`src/rtl/alu_pkg.sv`:
```
// Shared encodings for the slice-serial ALU: opcodes, compare codes, FSM states.
package alu_pkg;

    localparam logic [2:0] OP_ADD      = 3'b000;
    localparam logic [2:0] OP_SHR      = 3'b001;
    localparam logic [2:0] OP_POPCOUNT = 3'b010;
    localparam logic [2:0] OP_CMP      = 3'b011;
    localparam logic [2:0] OP_SUB      = 3'b100;
    localparam logic [2:0] OP_ASR      = 3'b101;

    localparam logic [1:0] CMP_EQ = 2'b00;
    localparam logic [1:0] CMP_GT = 2'b01;
    localparam logic [1:0] CMP_LT = 2'b10;

    typedef enum logic [1:0] {
        ST_IDLE = 2'd0,
        ST_RUN  = 2'd1,
        ST_DONE = 2'd2
    } state_e;

    // Shifts and compare walk the word from the top slice down.
    function automatic logic msb_first(input logic [2:0] op);
        return (op == OP_SHR) || (op == OP_ASR) || (op == OP_CMP);
    endfunction

endpackage

```
`src/rtl/alu_slice.sv`:
```
// Combinational S-bit ALU slice: add with carry, shift right with fill, popcount, compare.
module alu_slice
    import alu_pkg::*;
#(
    parameter int unsigned S  = 4,
    parameter int unsigned PW = $clog2(S + 1)
) (
    input  logic [S-1:0]  a,
    input  logic [S-1:0]  b,
    input  logic [2:0]    op,
    input  logic          chain_in,
    output logic [S-1:0]  y,
    output logic          chain_out,
    output logic [PW-1:0] pop,
    output logic          gt,
    output logic          lt
);

    always_comb begin
        y         = '0;
        chain_out = 1'b0;
        pop       = '0;
        gt        = 1'b0;
        lt        = 1'b0;
        case (op)
            OP_ADD: {chain_out, y} = (S+1)'(a) + (S+1)'(b) + (S+1)'(chain_in);
            OP_SHR: begin
                y         = {chain_in, a[S-1:1]};
                chain_out = a[0];
            end
            OP_POPCOUNT: begin
                for (int i = 0; i < int'(S); i++) begin
                    pop = pop + PW'(a[i]);
                end
            end
            OP_CMP: begin
                gt = (a > b);
                lt = (a < b);
            end
            default: ;
        endcase
    end

endmodule

```
`src/rtl/alu_slice_seq.sv`:
```
// Slice-serial W-bit ALU: one S-bit slice per clock, carry/shift/compare chained
// through registers, fixed N-cycle latency, valid/ready on both sides.
module alu_slice_seq
    import alu_pkg::*;
#(
    parameter int unsigned W = 32,
    parameter int unsigned S = 4
) (
    input  logic         clk,
    input  logic         rst_n,
    input  logic         in_valid,
    output logic         in_ready,
    input  logic [W-1:0] a,
    input  logic [W-1:0] b,
    input  logic [2:0]   op,
    output logic         out_valid,
    input  logic         out_ready,
    output logic [W-1:0] result,
    output logic         carry,
    output logic [1:0]   cmp,
    output logic         err
);

    localparam int unsigned N   = W / S;
    localparam int unsigned CW  = (N > 1) ? $clog2(N) : 1;
    localparam int unsigned PW  = $clog2(W + 1);
    localparam int unsigned SPW = $clog2(S + 1);

    state_e         state_q, state_d;
    logic [W-1:0]   a_q, a_d, b_q, b_d, res_q, res_d;
    logic [2:0]     op_q, op_d;
    logic [CW-1:0]  idx_q, idx_d;
    logic           chain_q, chain_d;
    logic [PW-1:0]  pop_q, pop_d;
    logic [1:0]     dec_q, dec_d;
    logic           in_ready_q, in_ready_d;
    logic           out_valid_q, out_valid_d;
    logic [W-1:0]   result_q, result_d;
    logic           carry_q, carry_d;
    logic [1:0]     cmp_q, cmp_d;
    logic           err_q, err_d;

    logic [S-1:0]   sl_a, sl_b, sl_y;
    logic [2:0]     sl_op;
    logic           sl_chain_out, sl_gt, sl_lt;
    logic [SPW-1:0] sl_pop;
    logic           last_c;

    // Operand conditioning: SUB is ADD of ~b with seed 1, ASR is SHR with sign seed.
    always_comb begin
        int unsigned base;
        base  = 32'(idx_q) * S;
        sl_a  = a_q[base +: S];
        sl_b  = (op_q == OP_SUB) ? ~b_q[base +: S] : b_q[base +: S];
        sl_op = op_q;
        if (op_q == OP_SUB) sl_op = OP_ADD;
        if (op_q == OP_ASR) sl_op = OP_SHR;
        last_c = msb_first(op_q) ? (idx_q == '0) : (idx_q == CW'(N - 1));
    end

    alu_slice #(.S(S), .PW(SPW)) u_slice (
        .a         (sl_a),
        .b         (sl_b),
        .op        (sl_op),
        .chain_in  (chain_q),
        .y         (sl_y),
        .chain_out (sl_chain_out),
        .pop       (sl_pop),
        .gt        (sl_gt),
        .lt        (sl_lt)
    );

    always_comb begin
        int unsigned base;
        state_d     = state_q;
        a_d         = a_q;
        b_d         = b_q;
        op_d        = op_q;
        idx_d       = idx_q;
        chain_d     = chain_q;
        pop_d       = pop_q;
        dec_d       = dec_q;
        res_d       = res_q;
        in_ready_d  = in_ready_q;
        out_valid_d = out_valid_q;
        result_d    = result_q;
        carry_d     = carry_q;
        cmp_d       = cmp_q;
        err_d       = err_q;
        base        = 32'(idx_q) * S;

        case (state_q)
            ST_IDLE: begin
                if (in_valid) begin
                    a_d        = a;
                    b_d        = b;
                    op_d       = op;
                    idx_d      = msb_first(op) ? CW'(N - 1) : '0;
                    chain_d    = (op == OP_SUB) || ((op == OP_ASR) && a[W-1]);
                    pop_d      = '0;
                    dec_d      = CMP_EQ;
                    res_d      = '0;
                    in_ready_d = 1'b0;
                    state_d    = ST_RUN;
                end
            end
            ST_RUN: begin
                res_d[base +: S] = sl_y;
                chain_d          = sl_chain_out;
                pop_d            = pop_q + PW'(sl_pop);
                // First differing slice from the top decides the compare.
                if (dec_q == CMP_EQ) begin
                    if (sl_gt)      dec_d = CMP_GT;
                    else if (sl_lt) dec_d = CMP_LT;
                end
                if (last_c) begin
                    state_d     = ST_DONE;
                    out_valid_d = 1'b1;
                    result_d    = '0;
                    carry_d     = 1'b0;
                    cmp_d       = CMP_EQ;
                    err_d       = 1'b0;
                    case (op_q)
                        OP_ADD, OP_SUB, OP_SHR, OP_ASR: begin
                            result_d = res_d;
                            carry_d  = sl_chain_out;
                        end
                        OP_POPCOUNT: result_d = W'(pop_d);
                        OP_CMP:      cmp_d    = dec_d;
                        default:     err_d    = 1'b1;
                    endcase
                end else if (msb_first(op_q)) begin
                    idx_d = idx_q - CW'(1);
                end else begin
                    idx_d = idx_q + CW'(1);
                end
            end
            ST_DONE: begin
                if (out_ready) begin
                    out_valid_d = 1'b0;
                    in_ready_d  = 1'b1;
                    state_d     = ST_IDLE;
                end
            end
            default: begin
                state_d    = ST_IDLE;
                in_ready_d = 1'b1;
            end
        endcase
    end

    always_ff @(posedge clk or negedge rst_n) begin
        if (!rst_n) begin
            state_q     <= ST_IDLE;
            a_q         <= '0;
            b_q         <= '0;
            op_q        <= '0;
            idx_q       <= '0;
            chain_q     <= 1'b0;
            pop_q       <= '0;
            dec_q       <= CMP_EQ;
            res_q       <= '0;
            in_ready_q  <= 1'b1;
            out_valid_q <= 1'b0;
            result_q    <= '0;
            carry_q     <= 1'b0;
            cmp_q       <= CMP_EQ;
            err_q       <= 1'b0;
        end else begin
            state_q     <= state_d;
            a_q         <= a_d;
            b_q         <= b_d;
            op_q        <= op_d;
            idx_q       <= idx_d;
            chain_q     <= chain_d;
            pop_q       <= pop_d;
            dec_q       <= dec_d;
            res_q       <= res_d;
            in_ready_q  <= in_ready_d;
            out_valid_q <= out_valid_d;
            result_q    <= result_d;
            carry_q     <= carry_d;
            cmp_q       <= cmp_d;
            err_q       <= err_d;
        end
    end

    assign in_ready  = in_ready_q;
    assign out_valid = out_valid_q;
    assign result    = result_q;
    assign carry     = carry_q;
    assign cmp       = cmp_q;
    assign err       = err_q;

endmodule
```
`config.mk`:
```
export PLATFORM = sky130hd
export DESIGN_NAME = alu_slice_seq
export DESIGN_NICKNAME = d
export VERILOG_FILES = /design/src/rtl/alu_pkg.sv /design/src/rtl/alu_slice.sv /design/src/rtl/alu_slice_seq.sv
export SDC_FILE = /design/constraint.sdc
export NUM_CORES = 1
export LEC_CHECK = 0
export ABC_AREA = 0
export BUFFER_PORTS_ARGS = -buffer_cell sky130_fd_sc_hd__clkbuf_2
export CORE_MARGIN = 2
export CORE_UTILIZATION = 25
export CTS_CLUSTER_SIZE = 25
export DETAILED_ROUTE_END_ITERATION = 16
export PLACE_DENSITY = 0.4
export RECOVER_POWER = 50
export SLEW_MARGIN = 20
export SYNTH_ARGS = -nofsm -noshare
export SYNTH_HDL_FRONTEND = slang
export SYNTH_HIERARCHICAL = 1
export SYNTH_SLANG_ARGS = --single-unit
```
`constraint.sdc`:
```
create_clock -name clk -period 5.1 [get_ports clk]
set_clock_uncertainty 0.2 [all_clocks]
set_input_delay 1.02 -clock clk [delete_from_list [all_inputs] [get_ports clk]]
set_output_delay 1.02 -clock clk [all_outputs]
set_load 0.01 [all_outputs]
```
==> qor.txt <==
post-route ant nets = 0
asr flop ratio synth = 100%
crit-path max FO = 32
vias in the first global route = 5976
DR iter-0 viols = 332
Top Ports = 109
Yosys top cell area share = 49.6%
Tightest Pin Transition = 2340 ps
maxcap violations = 3
nets = 967
WS Path Type = reg2reg
failing checks = capacitance limit, slew limit
minimum clock period = 4440 ps
syn_nets = 879
ys flop type = dfrtp_1
Max VDD drop = 344 uV
CTS Sinks = 151
worst-skew pair later-pin latency = 430 ps
Root Buffer = clkbuf_16
Pleak = 4.28 nW
met1 Use GR = 19.2%
DRC = 0
CP Launch Type = flop
Worst setup EP type = flop
routability congestion estimate = 0.769
Critical Path AT = 4550 ps
logic gate share of total power = 47.8%
YS warnings = 6
vias per std cell = 4.39
Slew Viols, Final = 156
hold crit path type = reg2reg
RSZ-0062 raised after global routing = false
die area = 31700 um^2
Die Span X = 178 um
Total Neg Setup Slack = 0 ps
CTS tree = yes
Net Sw Power = 2.87 mW
Distinct cells, synth = 60
number of port buffers = 108
grt ovf = 0
part of the cycle the worst path needs = 87.1%
CTS buffer count = 17
number of synthesized flops with an enable pin = 0
post-synthesis instance total = 785
status = finished, violations left
Die Y = 178 um
Setup Viol. Count Final = 0
Initial Utilization = 25.5%
post-route setup slack = 657 ps
share of layout cells above drive strength 1 = 19.0%
Syn-to-layout area delta = 19.0%
cell accounting for the most synthesized area = dfrtp_1
pre-CTS setup slack = 608 ps
DP HPWL = 14800 um
Reg clk slew, reported paths = 70 ps
Antenna Cells = 0
synth top area cells = dfrtp_1 (50%), nand2_1 (13%), mux2i_1 (4.9%), mux4_2 (4.8%), ha_1 (3.0%)
DR vias = 5600
per-cell routed wire length = 16.4 um
cell-internal power = 3.70 mW
CTS resizes = 0
sequential area share after synthesis = 49.9%
Reg power frac = 32.7%
Hold Slack = 272 ps
met3 Track Usage GR = 2.51%
WL final = 20900 um
mapped cell area = 7570 um^2
Switching Fraction = 43.7%
first-pass GRT wire length = 34200 um
Post-CTS Setup Bufs = 0
fmax = 225 MHz
largest net degree at the start of global routing = 90
Core Area = 29700 um^2
hold_buf cts = 0
Most Crowded Layer GR = met2
required time worst endpoint = 5210 ps
row count = 63
average size of a mapped cell = 9.64 um^2
headroom to the max-slew limit = -56.0%
met2 Usage GRT = 23.1%
Cell Pwr Density = 729 nW/um^2
CTS Buffer Depth = 2
power share of the clock group = 19.5%
all-layer global routing usage = 14.1%
register bit total from synthesis = 151
CTS H-tree lvls = 4
Pre-antenna DRT Iters = 5
initial antenna violation count = 0
final hold violation count = 0
[cell usage in the layout, fill, tap and decap left out, drive strengths merged, types with 3 or more instances in the layout]
cell    count
mux2i      37
o21ai      68
o221ai      4
buf         9
ha         18
nand2     264
clkbuf    129
nand3      39
clkinv      4
mux4       16
fa          5
nor3       12
a21oi       8
xnor2      10
inv        21
nand2b      6
and2       10
a21boi      3
nor2       13
dfrtp     150
nor2b       7
a22o        5
nor3b      11
and3        3
[layer usage]
metal	routed length, um	part of all wire, %
met1	10100	48
met2	10000	48
met3	732	3.5
met4	62	0.30
met5	0	0
[Yosys cell counts, types with 3 or more instances]
master and number:
and2_1 10, buf_2 27, nor3_1 11, a22o_1 5, xnor2_1 10, o21ai_0 39, o221ai_1 4, nor3b_2 4
ha_1 18, nand2b_1 6, nand3_1 37, buf_4 3, and3_1 3, a21oi_1 7, mux4_2 16, o21ai_1 29
nor2b_1 7, nand2_1 264, nor2_1 12, fa_1 5, mux2i_1 37, nor3b_1 7, inv_1 14, dfrtp_1 150
clkbuf_1 17
[power groups by stage]
stage | registers [mW] | clock network, mW | logic, mW
after floorplan | 2.02 | 0 | 2.42
after global placement | 2.19 | 0 | 3.21
after detailed placement | 2.19 | 0 | 3.21
after CTS | 2.17 | 1.32 | 3.23
after global routing | 2.24 | 1.37 | 3.60
final | 2.15 | 1.28 | 3.14
[cell families after synthesis]
family	Yosys count	share of synthesized area [%]
muxes	55	10.0
buffers and inverters	65	4.02
adders and majority gates	23	4.30
xor gates and xnor gates	10	1.16
AOI/OAI and AO/OA	105	8.60
DFF	151	49.9
and+or+nand+nor	376	22.0
[stage by stage]
stage	total power [mW]	cell area [um^2]	cells	util, %
global placement	5.40	8450	1244	28.4
floorplan	4.44	7570	785	-
CTS	6.72	9040	1276	30.4
detailed placement	5.41	8450	1244	28.4
global route	7.21	9000	1276	30.3
finish	6.57	9000	1276	30.3
[cell type report]
class	count	area [um^2]
flip-flops and latches	151	3780
clock buffers	19	453
clock inverters	13	138
inverters	15	56.3
fillers	3155	20700
well taps	390	488
repair buffers	119	593
multi-input cells	569	3490
[path summary, 6_finish.rpt]
path	start	end	slack [ps]	cells past startpoint
min reg2reg	b_q[20]	b_q[20]	270	2
max in group asynchronous	rst_n	a_q[27]	1020	2
max reg2reg	idx_q[0]	result[5]	660	12
min	b_q[20]	b_q[20]	270	2
min in group asynchronous	rst_n	result[24]	1100	1
max	idx_q[0]	result[5]	660	12
[worst max-delay path: stages, from the launching register on]
cell	delay, ps
dfrtp_2	960
mux4_2	600
nand2_1	80
nand2_1	190
fa_1	510
ha_1	190
ha_1	260
and2_1	160
ha_1	280
a211oi_1	300
nor3_1	110
xnor2_1	150
a221o_1	320
[flip-flops by register name, summed over array words and instances, names as in the netlist, 2 cells and up]
signal,cells
op_q,3
result,32
pop_q,6
b_q,32
cmp,2
state_q,2
res_q,32
a_q,32
idx_q,3
dec_q,2
(Power assumes the default switching activity.)
